### src/rtl/fft_pkg.sv
// Shared types and constants for the FP4 FFT job controller.
package fft_pkg;

  localparam int unsigned SAMPLE_W = 8;

  typedef enum logic [2:0] {
    ST_LOAD  = 3'd0,
    ST_START = 3'd1,
    ST_RUN   = 3'd2,
    ST_DONE  = 3'd3,
    ST_FAULT = 3'd4
  } state_e;

endpackage

### src/rtl/bit_reverse.sv
// Reverses the bit order of an address (natural order -> DIT input order).
module bit_reverse #(
  parameter int unsigned WIDTH = 5
) (
  input  logic [WIDTH-1:0] i_addr,
  output logic [WIDTH-1:0] o_addr
);

  always_comb begin
    o_addr = '0;
    for (int i = 0; i < int'(WIDTH); i++) begin
      o_addr[i] = i_addr[WIDTH-1-i];
    end
  end

endmodule

### src/rtl/fft_job_ctrl.sv
// Job sequencer for the FFT core: owns the working-memory port, tracks loaded
// samples, launches the core and aborts it with a watchdog if it hangs.
module fft_job_ctrl
  import fft_pkg::*;
#(
  parameter int unsigned MAX_N          = 32,
  parameter int unsigned ADDR_WIDTH     = $clog2(MAX_N),
  parameter int unsigned TIMEOUT_CYCLES = 4096
) (
  input  logic                  clk,
  input  logic                  rst,
  input  logic                  host_load_valid,
  output logic                  host_load_ready,
  input  logic [ADDR_WIDTH-1:0] host_load_addr,
  input  logic [SAMPLE_W-1:0]   host_load_data,
  input  logic                  host_start,
  input  logic                  host_clear,
  input  logic                  host_rd_req,
  output logic                  host_rd_ready,
  input  logic [ADDR_WIDTH-1:0] host_rd_addr,
  output logic                  host_rd_valid,
  output logic [SAMPLE_W-1:0]   host_rd_data,
  output logic                  busy,
  output logic                  irq_done,
  output logic                  start_err,
  output logic                  fault,
  output logic                  core_start,
  input  logic                  core_done,
  input  logic [ADDR_WIDTH-1:0] core_rd_addr,
  input  logic [ADDR_WIDTH-1:0] core_wr_addr,
  input  logic [SAMPLE_W-1:0]   core_wr_data,
  input  logic                  core_wr_en,
  output logic [ADDR_WIDTH-1:0] mem_rd_addr,
  input  logic [SAMPLE_W-1:0]   mem_rd_data,
  output logic                  mem_wr_en,
  output logic [ADDR_WIDTH-1:0] mem_wr_addr,
  output logic [SAMPLE_W-1:0]   mem_wr_data
);

  localparam int unsigned WD_W = $clog2(TIMEOUT_CYCLES);

  state_e            r_state;
  logic [MAX_N-1:0]  r_loaded;
  logic [WD_W-1:0]   r_wdog;
  logic              r_busy;
  logic              r_irq_done;
  logic              r_start_err;
  logic              r_fault;
  logic              r_core_start;
  logic              r_rd_valid;

  logic                  w_in_load;
  logic                  w_in_run;
  logic                  w_rd_open;
  logic                  w_load_acc;
  logic                  w_rd_acc;
  logic [ADDR_WIDTH-1:0] w_load_addr_rev;
  logic [MAX_N-1:0]      w_load_mask;
  logic                  w_all_loaded;
  logic                  w_timeout;

  assign w_in_load  = (r_state == ST_LOAD);
  assign w_in_run   = (r_state == ST_RUN);
  assign w_rd_open  = w_in_load || (r_state == ST_DONE) || (r_state == ST_FAULT);
  assign w_load_acc = host_load_valid && w_in_load;
  assign w_rd_acc   = host_rd_req && w_rd_open;
  assign w_timeout  = (r_wdog == WD_W'(TIMEOUT_CYCLES - 1));

  // A write accepted this cycle counts toward the start check.
  assign w_load_mask  = w_load_acc ? (MAX_N'(1) << host_load_addr) : '0;
  assign w_all_loaded = &(r_loaded | w_load_mask);

  bit_reverse #(.WIDTH(ADDR_WIDTH)) u_bitrev (
    .i_addr (host_load_addr),
    .o_addr (w_load_addr_rev)
  );

  assign host_load_ready = w_in_load;
  assign host_rd_ready   = w_rd_open;
  assign host_rd_valid   = r_rd_valid;
  assign host_rd_data    = r_rd_valid ? mem_rd_data : '0;
  assign busy            = r_busy;
  assign irq_done        = r_irq_done;
  assign start_err       = r_start_err;
  assign fault           = r_fault;
  assign core_start      = r_core_start;

  // Memory port grant: core owns it in RUN, host otherwise.
  always_comb begin
    mem_wr_en   = 1'b0;
    mem_wr_addr = '0;
    mem_wr_data = '0;
    mem_rd_addr = '0;
    if (w_in_run) begin
      mem_wr_en   = core_wr_en;
      mem_wr_addr = core_wr_addr;
      mem_wr_data = core_wr_data;
      mem_rd_addr = core_rd_addr;
    end else begin
      if (w_load_acc) begin
        mem_wr_en   = 1'b1;
        mem_wr_addr = w_load_addr_rev;
        mem_wr_data = host_load_data;
      end
      if (w_rd_acc) begin
        mem_rd_addr = host_rd_addr;
      end
    end
  end

  always_ff @(posedge clk or posedge rst) begin
    if (rst) begin
      r_state      <= ST_LOAD;
      r_loaded     <= '0;
      r_wdog       <= '0;
      r_busy       <= 1'b0;
      r_irq_done   <= 1'b0;
      r_start_err  <= 1'b0;
      r_fault      <= 1'b0;
      r_core_start <= 1'b0;
      r_rd_valid   <= 1'b0;
    end else begin
      r_irq_done   <= 1'b0;
      r_start_err  <= 1'b0;
      r_core_start <= 1'b0;
      r_rd_valid   <= w_rd_acc;
      unique case (r_state)
        ST_LOAD: begin
          if (host_clear) begin
            r_loaded <= '0;
          end else begin
            r_loaded <= r_loaded | w_load_mask;
            if (host_start) begin
              if (w_all_loaded) begin
                r_state      <= ST_START;
                r_core_start <= 1'b1;
                r_busy       <= 1'b1;
                r_wdog       <= '0;
              end else begin
                r_start_err <= 1'b1;
              end
            end
          end
        end
        ST_START: begin
          r_state <= ST_RUN;
          r_wdog  <= '0;
        end
        ST_RUN: begin
          // Completion takes priority over a coincident timeout.
          if (core_done) begin
            r_state    <= ST_DONE;
            r_irq_done <= 1'b1;
            r_busy     <= 1'b0;
          end else if (w_timeout) begin
            r_state <= ST_FAULT;
            r_fault <= 1'b1;
            r_busy  <= 1'b0;
          end else begin
            r_wdog <= r_wdog + WD_W'(1);
          end
        end
        ST_DONE: begin
          if (host_clear) begin
            r_state  <= ST_LOAD;
            r_loaded <= '0;
          end
        end
        ST_FAULT: begin
          if (host_clear) begin
            r_state  <= ST_LOAD;
            r_loaded <= '0;
            r_fault  <= 1'b0;
          end
        end
        default: begin
          r_state <= ST_LOAD;
        end
      endcase
    end
  end

endmodule
### config.mk
export PLATFORM = sky130hd
export DESIGN_NAME = fft_job_ctrl
export DESIGN_NICKNAME = d
export VERILOG_FILES = /design/src/rtl/fft_pkg.sv /design/src/rtl/bit_reverse.sv /design/src/rtl/fft_job_ctrl.sv
export SDC_FILE = /design/constraint.sdc
export NUM_CORES = 1
export LEC_CHECK = 0
export ABC_AREA = 1
export BUFFER_PORTS_ARGS = -buffer_cell sky130_fd_sc_hd__buf_2
export CORE_MARGIN = 8
export CORE_UTILIZATION = 53
export DETAILED_ROUTE_END_ITERATION = 12
export HOLD_SLACK_MARGIN = 0.03
export PLACE_DENSITY = 0.83
export SYNTH_ARGS = -nofsm -noshare
export SYNTH_HDL_FRONTEND = slang
export SYNTH_SLANG_ARGS = --single-unit
export TNS_END_PERCENT = 20
### constraint.sdc
create_clock -name clk -period 2.3 [get_ports clk]
set_input_delay 0.46 -clock clk [delete_from_list [all_inputs] [get_ports clk]]
set_output_delay 0.46 -clock clk [all_outputs]
set_load 0.01 [all_outputs]
# Yosys cells after proc, flatten, opt, wreduce, memory -nomap -nowiden
# Cells that the tools add are included.
dict set report word_totals {
  reg_bits 53
  inputBits 52
  out_inout_bits 35
  elab_cells 88
}
dict set report classes {
  muxes 46
  bitwise 1
  reduce_logical 16
  n_eq_ne 14
  n_addsub 1
  n_shift 1
}
# cell n
set op_table {}
lappend op_table {{2-to-1 mux 32 bit} 3}
lappend op_table {{case mux 32 bit (2 select lines)} 1}
lappend op_table {{2-to-1 mux 12 bit} 5}
lappend op_table {{case mux 12 bit (3 select lines)} 1}
lappend op_table {{bitwise OR 32 bit} 1}
lappend op_table {{AND reduction 32 bit} 1}
lappend op_table {{<< shifter 1 x 5 -> 32 bit, first input constant} 1}
lappend op_table {{2-to-1 mux 8 bit} 3}
lappend op_table {{2-to-1 mux 1 bit} 20}
lappend op_table {{2-to-1 mux 5 bit} 4}
lappend op_table {{2-to-1 mux 3 bit} 6}
lappend op_table {{adder 12 x 1 -> 12 bit, second input constant} 1}
lappend op_table {{== test 12 bit, second input constant} 1}
lappend op_table {{case mux 3 bit (4 select lines)} 1}
lappend op_table {{!= test 2 bit, second input constant} 5}
lappend op_table {{AND reduction 5 bit} 2}
lappend op_table {{== test 3 x 2 -> 1 bit, second input constant} 2}
lappend op_table {{!= test 2 x 1 -> 1 bit, second input constant} 3}
lappend op_table {{AND reduction 6 bit} 1}
lappend op_table {{nonzero test 2 bit} 3}
lappend op_table {{case mux 1 bit (2 select lines)} 2}
lappend op_table {{AND reduction 4 bit} 1}
lappend op_table {{== test 3 x 1 -> 1 bit, second input constant} 1}
lappend op_table {{== test 3 bit, second input constant} 1}
lappend op_table {{other kinds (7)} 9}

# Logic depth before layout (Yosys ltp)
dict set report logic_depth {
  ltp_word 9
  ltp_mapped 16
  depth_no_buf 15
}

# By module
# A second synthesis with hierarchy kept.
dict set report unflattened {
  hier_cells 470
  hier_area_um2 3357.0
}
# module instances seq_area_each_um2 area_per_inst_um2 cells_each
set by_module_without_submodules {}
lappend by_module_without_submodules {fft_job_ctrl 1 1326.3 3319.4 465}
lappend by_module_without_submodules {bit_reverse 1 0.0 37.5 5}

# Least setup slack after synthesis
# OpenSTA, ideal clock, no wires.
dict set report synth_path {
  path_kind {reg2out}
  startpoint {register r_state[2]}
  endpoint {output port mem_wr_addr[1]}
  stages_incl_launch_ff 7
  arrival_ns 1.771
  required_ns 1.840
  setup_slack_ns 0.069
  path_buffers 1
  cell_sequence {dfrtp_1 > nor2_4 > inv_1 > nor2_1 > clkbuf_1 > nand2_1 > o21ai_0}
}
dict set report synth_between {
  elab_chain_cells 4
  elab_cells_between_ends 5
  cone_classes {1 x eq/ne; 2 x mux; 2 x reduce/logical}
}
# element line
set synth_rtl {}
lappend synth_rtl {{start, declared} fft_job_ctrl.sv:42} ;# state_e r_state;
lappend synth_rtl {{start signal, assigned} fft_job_ctrl.sv:113} ;# r_state <= ST_LOAD;
lappend synth_rtl {{start signal, assigned} fft_job_ctrl.sv:135} ;# r_state <= ST_START;
lappend synth_rtl {{start signal, assigned} fft_job_ctrl.sv:146} ;# r_state <= ST_RUN;
lappend synth_rtl {{zero test 3 bit} fft_job_ctrl.sv:62} ;# assign w_in_load = (r_state == ST_LOAD);
lappend synth_rtl {{net host_load_ready} fft_job_ctrl.sv:13} ;# output logic host_load_ready,
lappend synth_rtl {{logical AND 1 bit} fft_job_ctrl.sv:65} ;# assign w_load_acc = host_load_valid && w_in_load;
lappend synth_rtl {{2-to-1 mux 5 bit} fft_job_ctrl.sv:100} ;# if (w_load_acc) begin
lappend synth_rtl {{2-to-1 mux 5 bit} fft_job_ctrl.sv:94} ;# if (w_in_run) begin
lappend synth_rtl {{end, declared} fft_job_ctrl.sv:36} ;# output logic [ADDR_WIDTH-1:0] mem_wr_addr,
# The timed path passes the listed nets, and every way through them passes these cells.

# Final worst setup path
dict set report layout_path {
  startpoint {register r_state[2]}
  endpoint {register r_wdog[11]}
}
dict set report layout_between {
  elab_chain_cells 7
  elab_cells_between_ends 15
  cone_classes {7 x eq/ne; 2 x mux; 1 x bitwise; 5 x reduce/logical}
}
# element line
set layout_rtl {}
lappend layout_rtl {{zero test 3 bit} {fft_job_ctrl.sv:62, fft_job_ctrl.sv:127}}
lappend layout_rtl {{logical AND 1 bit} fft_job_ctrl.sv:65}
lappend layout_rtl {{2-to-1 mux 32 bit} fft_job_ctrl.sv:70} ;# assign w_load_mask = w_load_acc ? (MAX_N'(1) << host_load_addr) : '0;
lappend layout_rtl {{bitwise OR 32 bit} fft_job_ctrl.sv:71} ;# assign w_all_loaded = &(r_loaded | w_load_mask);
lappend layout_rtl {{AND reduction 32 bit} fft_job_ctrl.sv:71}
lappend layout_rtl {{!= test 2 x 1 -> 1 bit (no line)} -}
lappend layout_rtl {{AND reduction 6 bit (no line)} -}
lappend layout_rtl {{end signal, assigned} fft_job_ctrl.sv:160} ;# r_wdog <= r_wdog + WD_W'(1);
lappend layout_rtl {{end, declared} fft_job_ctrl.sv:44} ;# logic [WD_W-1:0] r_wdog;
# Parallel ways exist; a longest one is shown, timed or not.
# A chain may end at the register's enable or synchronous reset.

==> impl_metrics.json <==
{
  "status": "complete, but fails checks",
  "violated_checks": "setup timing",
  "final_net_count": 622,
  "area_growth_synth_to_finish_pct": 28.9,
  "nFillCells": 531,
  "first_pass_grt_wire_length_um": 14800,
  "layout-drive-gt1-share_pct": 32.8,
  "worst-endpoint-required_ps": 2500,
  "gate_count_post_synth": 463,
  "drt_first_pass_iters": 5,
  "ant_nets": 0,
  "clock-sinks": 53,
  "antenna_found_initial": 0,
  "synth.largest_area_cell": "sky130_fd_sc_hd__dfrtp_1",
  "worst_r2r_end": "r_wdog[11]$_DFFE_PP0P_",
  "most_frequently_used_cell_type_in_the_post_synthesis_netlist": "sky130_fd_sc_hd__nand2_1",
  "reg2regPathDepth": 14,
  "synth_fp_nets": 516,
  "fraction_of_registers_with_async_set_or_reset_after_synthesis_pct": 100,
  "synth_edf_count": 0,
  "cts_max_path_buffers": 2,
  "row_count": 29,
  "cellPowerDensity_nw_per_um2": 984,
  "highest_layer": "met4",
  "yosysUniqueCellTypes": 33,
  "maxCapViolCount": 0,
  "synth-seq-area-share_pct": 39.6,
  "worstSetupEndpointType": "flip-flop",
  "setup_viol": 3,
  "ant_cells": 0,
  "setup_repair_after_global_routing_missed_its_margin": "true",
  "gp_routability_congestion": 0.901,
  "detail_route.wirelength_um": 9710,
  "fin_total_pwr_mw": 4.24,
  "setup_ws_ps": -4.19,
  "die-width_um": 95.5,
  "p_leak_nw": 2.31,
  "number_of_top_level_pins": 87,
  "cts_inserted_buffers": 5,
  "period_minus_slack_ps": 2300,
  "cts.root.buffer_cell": "sky130_fd_sc_hd__clkbuf_8",
  "final-hold-violation-count": 0,
  "arrival_ps": 2510,
  "start_util_pct": 53.6,
  "dp_hpwl_um": 6520,
  "worst_clock_skew_ps": 6.91,
  "tritoncts": "yes",
  "regArea_um2": 1330,
  "post_layout_nonfiller_instances": 647,
  "ys_warn_count": 0,
  "netlist_area_um2": 3350,
  "drt_drc_violations_left": 0,
  "timing_worst_slew_pin_value_ps": 322,
  "grt_pass1_vias": 3437,
  "critPathLaunch": "r_state[2]$_DFFE_PP0P_",
  "die_area_um2": 9110,
  "drt-vias-per-instance": 5.44,
  "post_synth_main_area_contributors": "sky130_fd_sc_hd__dfrtp_1, sky130_fd_sc_hd__nand2_1, sky130_fd_sc_hd__inv_1",
  "critical_path_peak_fanout": 12,
  "timing.final.max_slew_violations": 0,
  "multi_input_comb_area_um2": 1690,
  "ctsHtreeMaxLevel": 2,
  "die_height_um": 95.5,
  "via_count": 3521,
  "yosysTopAreaCellShare_pct": 39.6,
  "most_frequent_cells_after_synthesis": "sky130_fd_sc_hd__nand2_1, sky130_fd_sc_hd__inv_1, sky130_fd_sc_hd__dfrtp_1, sky130_fd_sc_hd__o21ai_0, sky130_fd_sc_hd__nor2_1",
  "crit_path_launch_type": "flip-flop",
  "clk_pin_slew_ps": 90,
  "worst_slew_margin_rel_pct": 78.5,
  "period_share_pct": 100,
  "postSynth.topFlopCell": "sky130_fd_sc_hd__dfrtp_1",
  "placed_cells": 622,
  "ff2ff_setup_slack_ps": -4,
  "post_synth.cell_area_avg_um2": 7.23,
  "min_path_type": "input pin to asynchronous set/reset pin",
  "m1_wire_length_um": 3630,
  "grt_start_max_net_pins": 45,
  "peakVddDrop_uv": 923,
  "synth-seq-cells": 53,
  "core_um2": 6240,
  "postCtsHoldBufs": 0,
  "route.met3.wl_um": 927,
  "place_worst_setup_slack_ps": -137,
  "path_class": "flip-flop to flip-flop",
  "io_buffers": 86,
  "global_route_usage_over_all_layers_pct": 20.2,
  "wl_per_cell_um": 15.0,
  "timing.rr.start": "r_state[2]$_DFFE_PP0P_",
  "maxClockFrequency_mhz": 434,
  "met2_wirelength_um": 4950,
  "initialDrtViolationCount": 204,
  "clk_latency_ps": 310,
  "grt-ovfl-total": 0
}
==> area by class of cell <==
type | instances | share of cell area (%)
clock buffers | 7 | 2.00
clock inverters | 1 | 0.696
inverters | 102 | 9.11
multi-input cells | 292 | 39.2
flip-flops and latches | 53 | 30.8
well taps | 77 | 2.23
repair buffers | 115 | 15.9
==> repair_timing <==
action                                 in CTS  in global routing
cloned                                      0                  3
endpoints found under the hold margin       0                  0
setup buffers                               5                  9
gates resized for setup                    19                 35
setup endpoints to repair                  25                 27
pin swaps                                   3                  7
==> cells in the final DEF, fill, tap and decap left out, types with 2 or more instances in the layout <==
master,instances
sky130_fd_sc_hd__inv_4,2
sky130_fd_sc_hd__o21ai_1,19
sky130_fd_sc_hd__o21ai_2,24
sky130_fd_sc_hd__nand2_1,101
sky130_fd_sc_hd__nor2_1,24
sky130_fd_sc_hd__nand2_4,2
sky130_fd_sc_hd__dfrtp_1,52
sky130_fd_sc_hd__nand3_1,7
sky130_fd_sc_hd__a21oi_4,2
sky130_fd_sc_hd__nor2_2,3
sky130_fd_sc_hd__a22o_1,5
sky130_fd_sc_hd__inv_1,91
sky130_fd_sc_hd__buf_6,7
sky130_fd_sc_hd__nand2_8,3
sky130_fd_sc_hd__nand4_1,18
sky130_fd_sc_hd__nand2_2,11
sky130_fd_sc_hd__clkinv_1,3
sky130_fd_sc_hd__buf_2,86
sky130_fd_sc_hd__inv_2,5
sky130_fd_sc_hd__buf_4,21
sky130_fd_sc_hd__and3_1,2
sky130_fd_sc_hd__a32o_1,8
sky130_fd_sc_hd__clkbuf_8,6
sky130_fd_sc_hd__nor3_2,2
sky130_fd_sc_hd__o21ai_0,41
sky130_fd_sc_hd__nand4_4,4
sky130_fd_sc_hd__a21oi_1,6
==> state kept, by name, indices dropped and copies added, names as in the netlist <==
register and count:
busy 1, start_err 1, core_start 1, fault 1, r_wdog 12, host_rd_valid 1, r_state 3, r_loaded 32
irq_done 1
==> cell families after synthesis <==
group	after synthesis	share of synthesized area, %
compound gates	107	19.7
buf+inv	121	14.8
simple gates	181	25.4
fa+ha+maj	1	0.374
flops	53	39.6
==> stage by stage <==
step	hold WS (ps)	cell area (um^2)	setup TNS, ps	utilization (%)
6_report	59.3	4310	-8.96	69.1
5_1_grt	67.6	4310	-2040	69.1
4_1_cts	60.2	4080	-6.48	65.4
3_5_place_dp	399	3880	-1490	62.2
3_3_place_gp	395	3880	-420	62.2
2_1_floorplan	478	3350	0	-
==> how the worst max path moves through the flow <==
stage	end
detailed placement	r_wdog[8]$_DFFE_PP0P_
global placement	r_wdog[11]$_DFFE_PP0P_
global route	r_wdog[11]$_DFFE_PP0P_
finish	r_wdog[11]$_DFFE_PP0P_
CTS	mem_rd_addr[2]
floorplan	mem_wr_addr[1]
==> where the power goes <==
group / switching (mW) / internal (mW)
Clock: 0.303 / 0.355
Sequential: 0.0678 / 0.999
Combinational: 1.57 / 0.945
==> worst max-delay path: stages (launching register included) <==
cell,delay [ps]
sky130_fd_sc_hd__dfrtp_2,440
sky130_fd_sc_hd__nor2_4,140
sky130_fd_sc_hd__buf_4,150
sky130_fd_sc_hd__nand4_4,190
sky130_fd_sc_hd__buf_6,200
sky130_fd_sc_hd__o21ai_1,140
sky130_fd_sc_hd__nand2_1,70
sky130_fd_sc_hd__nor2_1,120
sky130_fd_sc_hd__nand2_1,80
sky130_fd_sc_hd__nor2_2,100
sky130_fd_sc_hd__nand2_2,110
sky130_fd_sc_hd__nand2_8,140
sky130_fd_sc_hd__nand2_8,110
sky130_fd_sc_hd__nand2_1,120
sky130_fd_sc_hd__o21ai_2,60
==> layer usage <==
| metal | track usage (%) | up-vias |
|---|---|---|
| li1 | - | 1691 |
| met2 | 35.7 | 187 |
| met1 | 23.0 | 1616 |
| met5 | 0 | - |
| met4 | 8.58 | 0 |
| met3 | 4.49 | 27 |
(Power assumes the default switching activity.)
